$ cat src/rtl/interval_timer_ctrl_if.sv
// Command/status bundle between the control logic and interval_timer_ctrl.
// master = control side driving commands, slave = the timer controller.
interface interval_timer_ctrl_if #(
  parameter int W = 4
);
  logic         start;
  logic         stop;
  logic         hold;
  logic         mode;
  logic [W-1:0] limit;
  logic [W-1:0] q;
  logic         tick;
  logic         busy;
  logic         done;
  logic [3:0]   periods;

  modport master (
    output start, stop, hold, mode, limit,
    input  q, tick, busy, done, periods
  );

  modport slave (
    input  start, stop, hold, mode, limit,
    output q, tick, busy, done, periods
  );
endinterface

$ cat src/rtl/interval_timer_ctrl.sv
// Interval sequencer for a W-bit loadable up-counter: one-shot/periodic wraps with tick.
// Optional prescaler enabled by defining INTERVAL_TIMER_CTRL_PRESCALE_EN.
module interval_timer_ctrl #(
  parameter int W     = 4,
  parameter int PRE_W = 2
) (
  input  logic                  clk,
  input  logic                  rst,
  interval_timer_ctrl_if.slave  bus
);

  typedef enum logic [1:0] {
    IDLE = 2'd0,
    RUN  = 2'd1,
    DONE = 2'd2
  } state_t;

  state_t       state;
  state_t       state_next;

  logic [W-1:0] q_r;
  logic [W-1:0] q_next;
  logic [W-1:0] lim_r;
  logic [W-1:0] lim_next;
  logic         mode_r;
  logic         mode_next;
  logic         tick_r;
  logic         tick_next;
  logic [3:0]   per_r;
  logic [3:0]   per_next;
  logic         busy_r;
  logic         done_r;

  logic         adv;
  logic         load;

  function automatic logic [3:0] sat_inc(input logic [3:0] v);
    return (v == 4'hF) ? v : v + 4'd1;
  endfunction

  // A start is taken only from IDLE or DONE; in DONE a simultaneous stop wins.
  always_comb begin
    load = 1'b0;
    if (bus.start && (bus.limit != '0)) begin
      if (state == IDLE)
        load = 1'b1;
      else if (state == DONE && !bus.stop)
        load = 1'b1;
    end
  end

`ifdef INTERVAL_TIMER_CTRL_PRESCALE_EN
  logic [PRE_W-1:0] pre_r;
  logic [PRE_W-1:0] pre_next;

  always_comb begin
    pre_next = pre_r;
    if (load || bus.stop || (state == RUN && state_next == DONE))
      pre_next = '0;
    else if (state == RUN && !bus.hold)
      pre_next = pre_r + PRE_W'(1);
  end

  always_ff @(posedge clk or negedge rst) begin
    if (!rst)
      pre_r <= '0;
    else
      pre_r <= pre_next;
  end

  assign adv = !bus.hold && (&pre_r);
`else
  assign adv = !bus.hold;

  // PRE_W only sizes the prescaler; referenced here so both builds share one parameter list.
  if (PRE_W < 1) begin : g_pre_w_unused
  end
`endif

  always_ff @(posedge clk or negedge rst) begin
    if (!rst)
      state <= IDLE;
    else
      state <= state_next;
  end

  always_comb begin
    state_next = state;
    case (state)
      IDLE: begin
        if (load)
          state_next = RUN;
      end
      RUN: begin
        if (bus.stop)
          state_next = IDLE;
        else if (adv && (q_r == lim_r) && !mode_r)
          state_next = DONE;
      end
      DONE: begin
        if (bus.stop)
          state_next = IDLE;
        else if (load)
          state_next = RUN;
      end
      default: state_next = IDLE;
    endcase
  end

  // Next values of every registered output and the sampled command fields.
  always_comb begin
    q_next    = q_r;
    tick_next = 1'b0;
    per_next  = per_r;
    lim_next  = lim_r;
    mode_next = mode_r;

    case (state)
      RUN: begin
        if (bus.stop) begin
          q_next = '0;
        end else if (adv) begin
          if (q_r == lim_r) begin
            q_next    = '0;
            tick_next = 1'b1;
            per_next  = sat_inc(per_r);
          end else begin
            q_next = q_r + W'(1);
          end
        end
      end
      default: q_next = '0;
    endcase

    if (load) begin
      lim_next  = bus.limit;
      mode_next = bus.mode;
      q_next    = '0;
      per_next  = '0;
    end
  end

  always_ff @(posedge clk or negedge rst) begin
    if (!rst) begin
      q_r    <= '0;
      lim_r  <= '0;
      mode_r <= 1'b0;
      tick_r <= 1'b0;
      per_r  <= '0;
      busy_r <= 1'b0;
      done_r <= 1'b0;
    end else begin
      q_r    <= q_next;
      lim_r  <= lim_next;
      mode_r <= mode_next;
      tick_r <= tick_next;
      per_r  <= per_next;
      busy_r <= (state_next == RUN);
      done_r <= (state_next == DONE);
    end
  end

  assign bus.q       = q_r;
  assign bus.tick    = tick_r;
  assign bus.busy    = busy_r;
  assign bus.done    = done_r;
  assign bus.periods = per_r;

endmodule

$ cat src/flat_wrapper.sv
// flat-port wrapper written by rule: the top's interface ports become plain ports
module interval_timer_ctrl_flat 
#(
  parameter int W     = 4,
  parameter int PRE_W = 2
)
  (clk, rst, bus_start, bus_stop, bus_hold, bus_mode, bus_limit, bus_q, bus_tick, bus_busy, bus_done, bus_periods);
  interval_timer_ctrl_if #(.W(W)) bus_i ();
  input  logic clk;
  input  logic rst;
  input wire logic [$bits(bus_i.start)-1:0] bus_start;
  input wire logic [$bits(bus_i.stop)-1:0] bus_stop;
  input wire logic [$bits(bus_i.hold)-1:0] bus_hold;
  input wire logic [$bits(bus_i.mode)-1:0] bus_mode;
  input wire logic [$bits(bus_i.limit)-1:0] bus_limit;
  output wire logic [$bits(bus_i.q)-1:0] bus_q;
  output wire logic [$bits(bus_i.tick)-1:0] bus_tick;
  output wire logic [$bits(bus_i.busy)-1:0] bus_busy;
  output wire logic [$bits(bus_i.done)-1:0] bus_done;
  output wire logic [$bits(bus_i.periods)-1:0] bus_periods;
  assign bus_i.start = bus_start;
  assign bus_i.stop = bus_stop;
  assign bus_i.hold = bus_hold;
  assign bus_i.mode = bus_mode;
  assign bus_i.limit = bus_limit;
  assign bus_q = bus_i.q;
  assign bus_tick = bus_i.tick;
  assign bus_busy = bus_i.busy;
  assign bus_done = bus_i.done;
  assign bus_periods = bus_i.periods;
  interval_timer_ctrl #(.W(W), .PRE_W(PRE_W)) u_core (.clk(clk), .rst(rst), .bus(bus_i));
endmodule
$ cat config.mk
export PLATFORM = sky130hd
export DESIGN_NAME = interval_timer_ctrl_flat
export DESIGN_NICKNAME = d
export VERILOG_FILES = /design/src/rtl/interval_timer_ctrl_if.sv /design/src/rtl/interval_timer_ctrl.sv /design/src/flat_wrapper.sv
export SDC_FILE = /design/constraint.sdc
export NUM_CORES = 1
export LEC_CHECK = 0
export ABC_AREA = 1
export CAP_MARGIN = 10
export CORE_MARGIN = 3
export CORE_UTILIZATION = 53
export CTS_BUF_LIST = sky130_fd_sc_hd__clkbuf_16
export DETAILED_ROUTE_END_ITERATION = 6
export GPL_TIMING_DRIVEN = 0
export PLACE_DENSITY = 0.82
export SYNTH_ARGS = -nofsm -noshare
export SYNTH_HDL_FRONTEND = slang
export SYNTH_SLANG_ARGS = --single-unit
$ cat constraint.sdc
create_clock -name clk -period 2.5 [get_ports clk]
set_input_delay 0.75 -clock clk [delete_from_list [all_inputs] [get_ports clk]]
set_output_delay 0.75 -clock clk [all_outputs]
set_load 0.05 [all_outputs]
=== Word level (Yosys, flattened, before mapping) ===
Cells that the tools add are included.

* $add $sub $neg: 2
* Equal/unequal tests: 10
* Mux-type cells: 23
* Reduce and logical (&&, ||, !) cells: 12

{| class="wikitable"
|+ Operators with widths
! cell !! number
|-
| two-way mux 4 bit || 11
|-
| adder 4 x 1 -> 4 bit, second input constant || 2
|-
| two-way mux 2 bit || 4
|-
| two-way mux 1 bit || 7
|-
| inequality test 2 x 1 -> 1 bit, second input constant || 3
|-
| one-hot mux 2 bit (3 select lines) || 1
|-
| AND reduction 5 bit || 1
|-
| == test 2 x 1 -> 1 bit, second input constant || 2
|-
| == test 2 bit, second input constant || 2
|-
| == test 4 bit || 1
|-
| == test 4 bit, second input constant || 1
|-
| logical AND 1 bit || 4
|-
| inequality test 4 x 3 -> 1 bit, second input constant || 1
|-
| nonzero test 2 bit || 2
|-
| nonzero test 4 bit || 1
|-
| zero test 1 bit || 3
|-
| zero test 2 bit || 1
|}

* Flip-flop bits (word level): 18
* Bits of input ports: 10
* Logic and storage cells: 55

=== Longest topological paths before layout ===
Gate-level depths: netlist of run 1.

* Word-level depth: 9
* Depth in mapped cells: 9
* Depth with buffers taken out: 9

=== Worst setup path after synthesis of run 1 ===
Ideal clock, no wire load.

* Kind: register to register
* From: register u_core.per_r[0] (netlist: u_core.bus.periods[0])
* To: register u_core.per_r[0] (netlist: u_core.bus.periods[0])
* Setup time: 0.119 ns
* Arrival time: 1.404 ns
* Slack: 0.978 ns
* Stages on the path, launching flop included: 8
* Path buffers: 0
* Period minus slack after synthesis: 1.522 ns
* Cells stage by stage: dfrtp_1 -> ha_1 -> nand3_1 -> nand2_1 -> nor3_4 -> nand2_1 -> nand2_1 -> nor2_1

* Cells in the longest elaborated chain, start to end: 7
* Elaborated cells on any way between the ends: 10
* Classes of those cells: add/sub (1); eq/ne (2); mux (6); reduce/logical (1)

{| class="wikitable"
|+ RTL lines
! element !! RTL line !! text
|-
| from (decl) || interval_timer_ctrl.sv:29 || <nowiki>logic [3:0] per_r;</nowiki>
|-
| from (signal assigned) || interval_timer_ctrl.sv:157 || <nowiki>per_r <= per_next;</nowiki>
|-
| adder 4 x 1 -> 4 bit || interval_timer_ctrl.sv:38 || <nowiki>return (v == 4'hF) ? v : v + 4'd1;</nowiki>
|-
| two-way mux 4 bit || interval_timer_ctrl.sv:38 ||
|-
| two-way mux 4 bit || interval_timer_ctrl.sv:123 || <nowiki>if (q_r == lim_r) begin</nowiki>
|-
| two-way mux 4 bit || interval_timer_ctrl.sv:122 || <nowiki>end else if (adv) begin</nowiki>
|-
| two-way mux 4 bit || interval_timer_ctrl.sv:120 || <nowiki>if (bus.stop) begin</nowiki>
|-
| two-way mux 4 bit || interval_timer_ctrl.sv:118 || <nowiki>case (state)</nowiki>
|-
| two-way mux 4 bit || interval_timer_ctrl.sv:135 || <nowiki>if (load) begin</nowiki>
|}

Parallel ways exist; a longest one is shown, timed or not. The select of a mux whose other input is x is not followed.
A chain may end at the register's enable or synchronous reset.

=== Worst setup path after layout of run 1 ===
* From: register u_core.q_r[1] (netlist: u_core.bus.q[1])
* To: output bus_q[1]

{| class="wikitable"
|+ RTL lines
! element !! RTL line !! text
|-
| from (decl) || interval_timer_ctrl.sv:21 || <nowiki>logic [W-1:0] q_r;</nowiki>
|-
| from (signal assigned) || interval_timer_ctrl.sv:153 || <nowiki>q_r <= q_next;</nowiki>
|-
| to (decl) || flat_wrapper.sv:16 || <nowiki>output wire logic [$bits(bus_i.q)-1:0] bus_q;</nowiki>
|}

No word-level cell between the ends.

==> impl_metrics.py, run 1 <==
metrics = {
    "global_routing": {
        "use_met3_pct": 3.63,
        "grt-busiest-layer": "met2",
        "gr-total-overflow": 0,
        "grt_pass1_vias": 907,
        "antenna_found_initial": 0,
        "grt_use_met2_pct": 35.2,
        "grt_max_degree": 19,
        "gr-usage-met1_pct": 24.8,
        "grt_pass1_wl_um": 3890,
        "grt_usage_pct": 20.8,
    },
    "cts": {
        "cts_max_level": 1,
        "cts_root_buffer": "clkbuf_16",
        "cts_sinks": 18,
        "ctsHoldBuffers": 0,
        "cts_resized": 0,
        "post-cts-setup-buffer-count": 0,
        "cts.clk_slew.worst_paths_ns": 0.05,
        "cts_buffer_depth": 2,
        "cts_inserted_buffers": 3,
        "clk_latency_ns": 0.25,
        "cts_tree": "done",
    },
    "die": {
        "die_y_um": 49.5,
        "die_area_sq_um": 2450,
        "floorplan.die.width_um": 49.5,
        "fp-row-count": 15,
        "initial_core_util_pct": 57.0,
        "core_area_sq_um": 1760,
        "ios": 21,
    },
    "detailed_routing": {
        "wire_per_inst_um": 12.6,
        "vias": 952,
        "ant_nets": 0,
        "dr.pass1.iters": 4,
        "wirelength_um": 2150,
        "drt_iter0_drc": 28,
        "post-route-drc-count": 0,
        "via_per_inst": 5.57,
    },
    "min_path": {
        "hold_path_class": "reg2reg",
    },
    "sta": {
        "fin_ws_ns": 0.213,
        "timing.fmax_mhz": 437,
        "setup_tns_ns": 0,
        "fin_skew_ns": 0.00140,
        "min_period_over_period_pct": 91.5,
        "whs_ns": 0.541,
        "setup_viol": 0,
        "hold_violations": 0,
        "worst_pin_slew_ns": 0.796,
        "rsz0062_at_grt": "no",
        "maxSlewViolCount": 0,
        "min_period_ns": 2.29,
        "max_slew_margin_pct": 46.8,
    },
    "logic_synthesis": {
        "synth_xor_area_share_pct": 1.74,
        "yosys.area_share.simple_pct": 35.5,
        "ys_ff_latch": 18,
        "synthAdderAreaFrac_pct": 2.49,
        "synth.net_count": 134,
        "muxShareOfSynthArea_pct": 0,
        "synth_compound_area_share_pct": 9.09,
        "yosysUniqueCellTypes": 25,
        "synthCells": 122,
        "synth_top_family_by_area": "simple AND/OR/NAND/NOR gates",
        "ys_seq_area_share_pct": 44.8,
        "syn_area_per_cell_sq_um": 8.24,
        "synthesis.area_sq_um": 1000,
        "yosysWarnings": 0,
    },
    "flow_run": {
        "cap_violations": 0,
    },
    "finish": {
        "layout_common_cells": "nand2_1, clkdlybuf4s50_1, dfrtp_1",
        "instances_no_fill": 171,
        "fillers": 144,
        "diodes": 0,
        "nNetsFinal": 159,
        "area_growth_pct": 30.9,
        "final_common_cell": "nand2_1",
        "layout-drive-gt1-share_pct": 17.8,
    },
    "critical_path": {
        "crit_slowest_cell": "clkdlybuf4s50_1",
        "start_kind": "register",
        "slowest_delay_ns": 0.85,
        "cp.arrival_ns": 1.54,
        "cp-end-kind": "primary output",
        "crit_buf_inv": 1,
        "critical_path_class": "reg2out",
        "crit_chain": "clkdlybuf4s50_1",
        "crit_family": "buffers and inverters",
        "crit_fanout": 5,
        "required_ns": 1.75,
    },
    "placement": {
        "dp_hpwl_um": 1610,
        "dp.cells": 167,
        "place_ws_ns": 0.185,
        "gp_congestion": 0.820,
        "port_buffers": 20,
    },
    "pwr": {
        "p_total_w": 0.00103,
        "power.leakage_nw": 0.626,
        "ir_worst_vdd_mv": 0.464,
        "power.density_nw_per_um2": 782,
    },
    "outcome": {
        "outcome": "completed",
    },
}
## layer usage
layer  wire [um]  up-vias
met2        1040       52
met5           0        -
met1         853      441
met4          82        0
li1            -      446
met3         172       13
## final timing paths
path	from	end	slack, ns	cells after the start
setup / recovery	u_core.bus.q[1]	bus_q[1]	0.21	1
hold / removal	u_core.bus.periods[1]	u_core.bus.periods[1]	0.54	2
hold reg to reg	u_core.bus.periods[1]	u_core.bus.periods[1]	0.54	2
min in group asynchronous	rst	u_core.bus.q[0]	0.96	1
setup reg to reg	u_core.bus.q[1]	u_core.bus.periods[2]	1.12	9
max in group asynchronous	rst	u_core.lim_r[0]	1.04	1
## state kept, by name, summed over array words and instances (netlist names)
signal,count
u_core.state,2
u_core.bus.tick,1
u_core.bus.q,4
u_core.bus.busy,1
u_core.mode_r,1
u_core.bus.periods,4
u_core.lim_r,4
u_core.bus.done,1
## cells in the mapped netlist (all sizes together)
master  number  area share, %
a21oi        1           0.87
buf          1           0.75
dfrtp       18             45
ha           2            2.5
inv         15            5.6
nand2       44             18
nand3        5            3.7
nand4        5            3.7
nor2        11            6.4
nor3         3            2.6
o21ai       12            6.4
o21bai       1            1.1
o31ai        1           0.75
or2          1           0.62
xor2         2            1.7
## layout make-up
type | instances | area, sq um | share of cell area [%]
sequential | 18 | 450 | 34.3
buffer | 1 | 7.51 | 0.571
tap | 25 | 31.3 | 2.38
inverter | 15 | 56.3 | 4.28
timing repair buffer | 20 | 200 | 15.2
clock buffer | 3 | 75.1 | 5.71
multi-input combinational | 88 | 490 | 37.3
clock inverter | 1 | 3.75 | 0.285
## kinds of logic after synthesis
group,count (synthesis)
buf+inv,16
fa+ha+maj,2
compound gates,15
flops,18
xor+xnor,2
simple gates,69
## power breakdown
group          switching [W]  internal (W)
logic               0.000223      0.000115
registers          0.0000332      0.000338
clock network       0.000108      0.000213
total               0.000364      0.000665
## through the flow
stage | utilization, % | area, sq um
after floorplan | - | 1000
after global placement | 70.1 | 1240
after detailed placement | 70.1 | 1240
after CTS | 74.5 | 1320
after global routing | 74.5 | 1320
final | 74.5 | 1320
Note: power is estimated with default switching activity, not from simulation.
==> inputs of run 2 (changes only) <==
Settings changed: MAX_ROUTING_LAYER set to met4, SKIP_LAST_GASP set to 1.
==> impl_metrics.py, run 2 (synthesis results as in run 1) <==
metrics = {
    "critical_path": {
        "required_ns": 1.75,
        "crit_family": "buffers and inverters",
        "crit_chain": "clkdlybuf4s50_1",
        "cp-end-kind": "primary output",
        "slowest_delay_ns": 0.85,
        "crit_buf_inv": 1,
        "cp.arrival_ns": 1.54,
        "start_kind": "register",
        "crit_fanout": 5,
        "crit_slowest_cell": "clkdlybuf4s50_1",
        "critical_path_class": "reg2out",
    },
    "placement": {
        "port_buffers": 20,
        "dp_hpwl_um": 1610,
        "gp_congestion": 0.832,
        "dp.cells": 167,
    },
    "pwr": {
        "sw_frac_of_total_pct": 35.3,
        "combPwrFrac_pct": 32.8,
        "power.internal_w": 0.000665,
        "seqPwrFrac_pct": 36.0,
        "p_clk_share_pct": 31.1,
        "power.leakage_nw": 0.626,
        "ir_worst_vdd_mv": 0.464,
        "p_switching_w": 0.000364,
        "power.density_nw_per_um2": 782,
    },
    "die": {
        "initial_core_util_pct": 57.0,
        "core_area_sq_um": 1760,
        "fp-row-count": 15,
        "floorplan.die.width_um": 49.5,
        "ios": 21,
        "die_area_sq_um": 2450,
        "die_y_um": 49.5,
    },
    "global_routing": {
        "grt_pass1_wl_um": 3900,
        "grt_pass1_vias": 907,
        "gr-total-overflow": 0,
        "grt_usage_pct": 21.3,
        "antenna_found_initial": 0,
        "grt_max_degree": 19,
    },
    "cts": {
        "cts_root_buffer": "clkbuf_16",
        "cts_inserted_buffers": 3,
        "cts_sinks": 18,
        "ctsHoldBuffers": 0,
        "cts_resized": 0,
        "clk_latency_ns": 0.25,
        "cts_buffer_depth": 2,
        "post-cts-setup-buffer-count": 0,
        "cts_tree": "done",
        "cts.clk_slew.worst_paths_ns": 0.05,
        "cts_max_level": 1,
    },
    "finish": {
        "diodes": 0,
        "final_common_cell": "nand2_1",
        "layout-drive-gt1-share_pct": 17.8,
        "area_growth_pct": 30.9,
        "nNetsFinal": 159,
        "layout_common_cells": "nand2_1, clkdlybuf4s50_1, dfrtp_1",
        "instances_no_fill": 171,
    },
    "sta": {
        "rsz0062_at_grt": "no",
        "fin_skew_ns": 0.00138,
        "hold_violations": 0,
        "maxSlewViolCount": 0,
        "max_slew_margin_pct": 46.8,
        "timing.fmax_mhz": 437,
        "min_period_over_period_pct": 91.5,
        "min_period_ns": 2.29,
        "setup_tns_ns": 0,
        "setup_viol": 0,
        "worst_pin_slew_ns": 0.796,
    },
    "detailed_routing": {
        "ant_nets": 0,
        "wire_per_inst_um": 12.6,
        "drt_iter0_drc": 28,
        "vias": 952,
        "via_per_inst": 5.57,
        "wirelength_um": 2150,
        "dr.pass1.iters": 4,
        "post-route-drc-count": 0,
    },
    "flow_run": {
        "cap_violations": 0,
    },
    "outcome": {
        "outcome": "completed",
    },
    "min_path": {
        "hold_path_class": "reg2reg",
    },
}
run 2: cell counts in the layout (fill, tap and decap cells not counted):
Identical to the previous run, type by type.
run 2: layout make-up:
| type | instances | area (sq um) |
|---|---|---|
| Timing Repair Buffer | 20 | 200 |
| Tap cell | 25 | 31.3 |
| Fill cell | 144 | 449 |
| Inverter | 15 | 56.3 |
| Sequential cell | 18 | 450 |
| Buffer | 1 | 7.51 |
| Multi-Input combinational cell | 88 | 490 |
| Clock inverter | 1 | 3.75 |
| Clock buffer | 3 | 75.1 |
run 2: power by group through the flow:
stage	sequential (W)	combinational, W	clock (W)
after floorplan	0.000428	0.000183	0
after global placement	0.000372	0.000323	0
after detailed placement	0.000376	0.000334	0
after CTS	0.000370	0.000339	0.000323
after global routing	0.000378	0.000371	0.000335
final	0.000371	0.000338	0.000320
run 2: metal layers:
metal  up-vias  global-route usage, %  share of wire, %
met1       441                   24.8                40
li1        446                      -                 -
met3        13                   3.63               8.0
met2        52                   35.2                48
met5         -                      -                 0
met4         0                   11.1               3.8
run 2: worst paths after layout:
path,slack (ns),cells past startpoint,startpoint,end
max in group asynchronous,1.04,1,rst,u_core.lim_r[0]
setup / recovery,0.21,1,u_core.bus.q[1],bus_q[1]
hold reg to reg,0.54,2,u_core.bus.periods[1],u_core.bus.periods[1]
min in group asynchronous,0.96,1,rst,u_core.bus.q[0]
hold / removal,0.54,2,u_core.bus.periods[1],u_core.bus.periods[1]
setup reg to reg,1.12,9,u_core.bus.q[1],u_core.bus.periods[2]
run 2: metrics by stage:
stage	power (W)	worst slack (ns)	utilization, %	instance area [sq um]	hold WS [ns]
after floorplan	0.000611	0.978	-	1000	0.454
after global placement	0.000694	0.276	70.1	1240	0.508
after detailed placement	0.000709	0.185	70.1	1240	0.537
after CTS	0.00103	0.225	74.5	1320	0.546
after global routing	0.00108	0.178	74.5	1320	0.567
final	0.00103	0.213	74.5	1320	0.542
run 2: worst reg2reg max path, delay by kind of cell (launching register included):
| family | cells | cell delay [ns] |
|---|---|---|
| buf+inv | 1 | 0.07 |
| flops | 1 | 0.44 |
| simple gates | 8 | 0.78 |
==> inputs of run 3 (changes only) <==
Settings changed: CORE_UTILIZATION 53 to 49, PLACE_DENSITY 0.82 to 0.77.
Clock period 2.5 ns to 2.6 ns, I/O delays scaled along.
==> impl_metrics.py, run 3 (synthesis results as in run 1) <==
metrics = {
    "sta": {
        "min_period_over_period_pct": 89.1,
        "fin_skew_ns": 0.00189,
        "setup_tns_ns": 0,
        "min_period_ns": 2.32,
        "maxSlewViolCount": 0,
        "max_slew_margin_pct": 44.0,
        "rsz0062_at_grt": "no",
        "worst_pin_slew_ns": 0.837,
        "setup_viol": 0,
        "timing.fmax_mhz": 432,
        "hold_violations": 0,
    },
    "critical_path": {
        "crit_family": "buffers and inverters",
        "crit_buf_inv": 1,
        "cp.arrival_ns": 1.54,
        "start_kind": "register",
        "cp.depth": 1,
        "reg2reg_from": "u_core.bus.periods[0]",
        "crit_path_end": "bus_q[2]",
        "slowest_delay_ns": 0.84,
        "crit_fanout": 5,
        "cp-end-kind": "primary output",
        "reg2reg_slack_ns": 1.26,
        "crit_chain": "clkdlybuf4s50_1",
        "critical_path_class": "reg2out",
        "required_ns": 1.82,
        "crit_slowest_cell": "clkdlybuf4s50_1",
        "reg2reg_depth": 7,
        "rr_endpoint": "u_core.bus.periods[0]",
        "crit_start": "u_core.bus.q[2]",
    },
    "detailed_routing": {
        "ant_nets": 0,
        "post-route-drc-count": 0,
        "vias": 864,
        "via_per_inst": 5.05,
        "dr.pass1.iters": 4,
        "wirelength_um": 2000,
        "drt_iter0_drc": 30,
        "wire_per_inst_um": 11.7,
    },
    "flow_run": {
        "cap_violations": 0,
    },
    "min_path": {
        "whs_path_depth": 2,
        "hold_path_class": "reg2reg",
    },
    "pwr": {
        "power.leakage_nw": 0.626,
        "ir_worst_vdd_mv": 0.564,
        "p_total_w": 0.000980,
        "power.density_nw_per_um2": 745,
    },
    "die": {
        "ios": 21,
        "core_area_sq_um": 1820,
        "die_y_um": 51.3,
        "fp-row-count": 15,
        "initial_core_util_pct": 55.2,
        "die_area_sq_um": 2630,
        "floorplan.die.width_um": 51.3,
    },
    "finish": {
        "area_growth_pct": 30.9,
        "final_common_cell": "nand2_1",
        "diodes": 0,
        "layout_common_cells": "nand2_1, clkdlybuf4s50_1, dfrtp_1",
        "fillers": 158,
        "regArea_sq_um": 450,
        "nNetsFinal": 159,
        "multi_input_area_sq_um": 490,
        "fin_util_pct": 72.2,
        "layout-drive-gt1-share_pct": 17.8,
        "postLayoutCellArea_sq_um": 1320,
    },
    "placement": {
        "port_buffers": 20,
        "gp_congestion": 0.853,
        "dp_hpwl_um": 1530,
        "place_area_sq_um": 1240,
    },
    "cts": {
        "post-cts-setup-buffer-count": 0,
        "cts_root_buffer": "clkbuf_16",
        "ctsHoldBuffers": 0,
        "cts_resized": 0,
        "cts.clk_slew.worst_paths_ns": 0.05,
        "clk_latency_ns": 0.25,
        "cts_tree": "done",
        "cts_buffer_depth": 2,
        "cts_sinks": 18,
        "cts_inserted_buffers": 3,
        "cts_max_level": 1,
    },
    "global_routing": {
        "grt_max_degree": 19,
        "grt_usage_pct": 18.4,
        "grt_pass1_vias": 808,
        "grt_pass1_wl_um": 3570,
        "use_met3_pct": 2.92,
        "antenna_found_initial": 0,
        "grt_use_met2_pct": 27.3,
        "grt-busiest-layer": "met2",
        "gr-total-overflow": 0,
        "gr-usage-met1_pct": 26.3,
    },
    "outcome": {
        "outcome": "completed",
    },
}
run 3: cell counts in the layout (fill, tap and decap cells not counted):
Identical to the previous run, type by type.
run 3: how the worst min path moves through the flow:
stage,slack [ns],start,end
detailed placement,0.52,u_core.bus.periods[1],u_core.bus.periods[1]
finish,0.52,u_core.bus.periods[1],u_core.bus.periods[1]
floorplan,0.48,rst,u_core.bus.busy
global placement,0.51,u_core.bus.periods[1],u_core.bus.periods[1]
global route,0.57,u_core.bus.periods[1],u_core.bus.periods[1]
CTS,0.53,u_core.bus.periods[1],u_core.bus.periods[1]
run 3: per-layer routing:
layer | vias to the layer above | wire, um
li1 | 439 | -
met1 | 394 | 980
met2 | 27 | 860
met3 | 4 | 138
met4 | 0 | 25
met5 | - | 0
run 3: final cells by class:
type | count | share of cell area (%)
buffer | 1 | 0.571
clock buffer | 3 | 5.71
clock inverter | 1 | 0.285
inverter | 15 | 4.28
multi-input combinational | 88 | 37.3
sequential | 18 | 34.3
tap | 25 | 2.38
timing repair buffer | 20 | 15.2
run 3: power breakdown:
part | leakage (nW) | switching [W] | internal, W
Sequential | 0.239 | 0.0000302 | 0.000325
Combinational | 0.349 | 0.000209 | 0.000111
Clock | 0.0385 | 0.000101 | 0.000204
Total | 0.626 | 0.000341 | 0.000640
run 3: stage by stage:
step | std cells | worst slack, ns | hold slack [ns]
floorplan | 122 | 1.06 | 0.484
global placement | 167 | 0.370 | 0.513
detailed placement | 167 | 0.321 | 0.515
CTS | 171 | 0.277 | 0.530
global route | 171 | 0.246 | 0.574
finish | 171 | 0.283 | 0.525
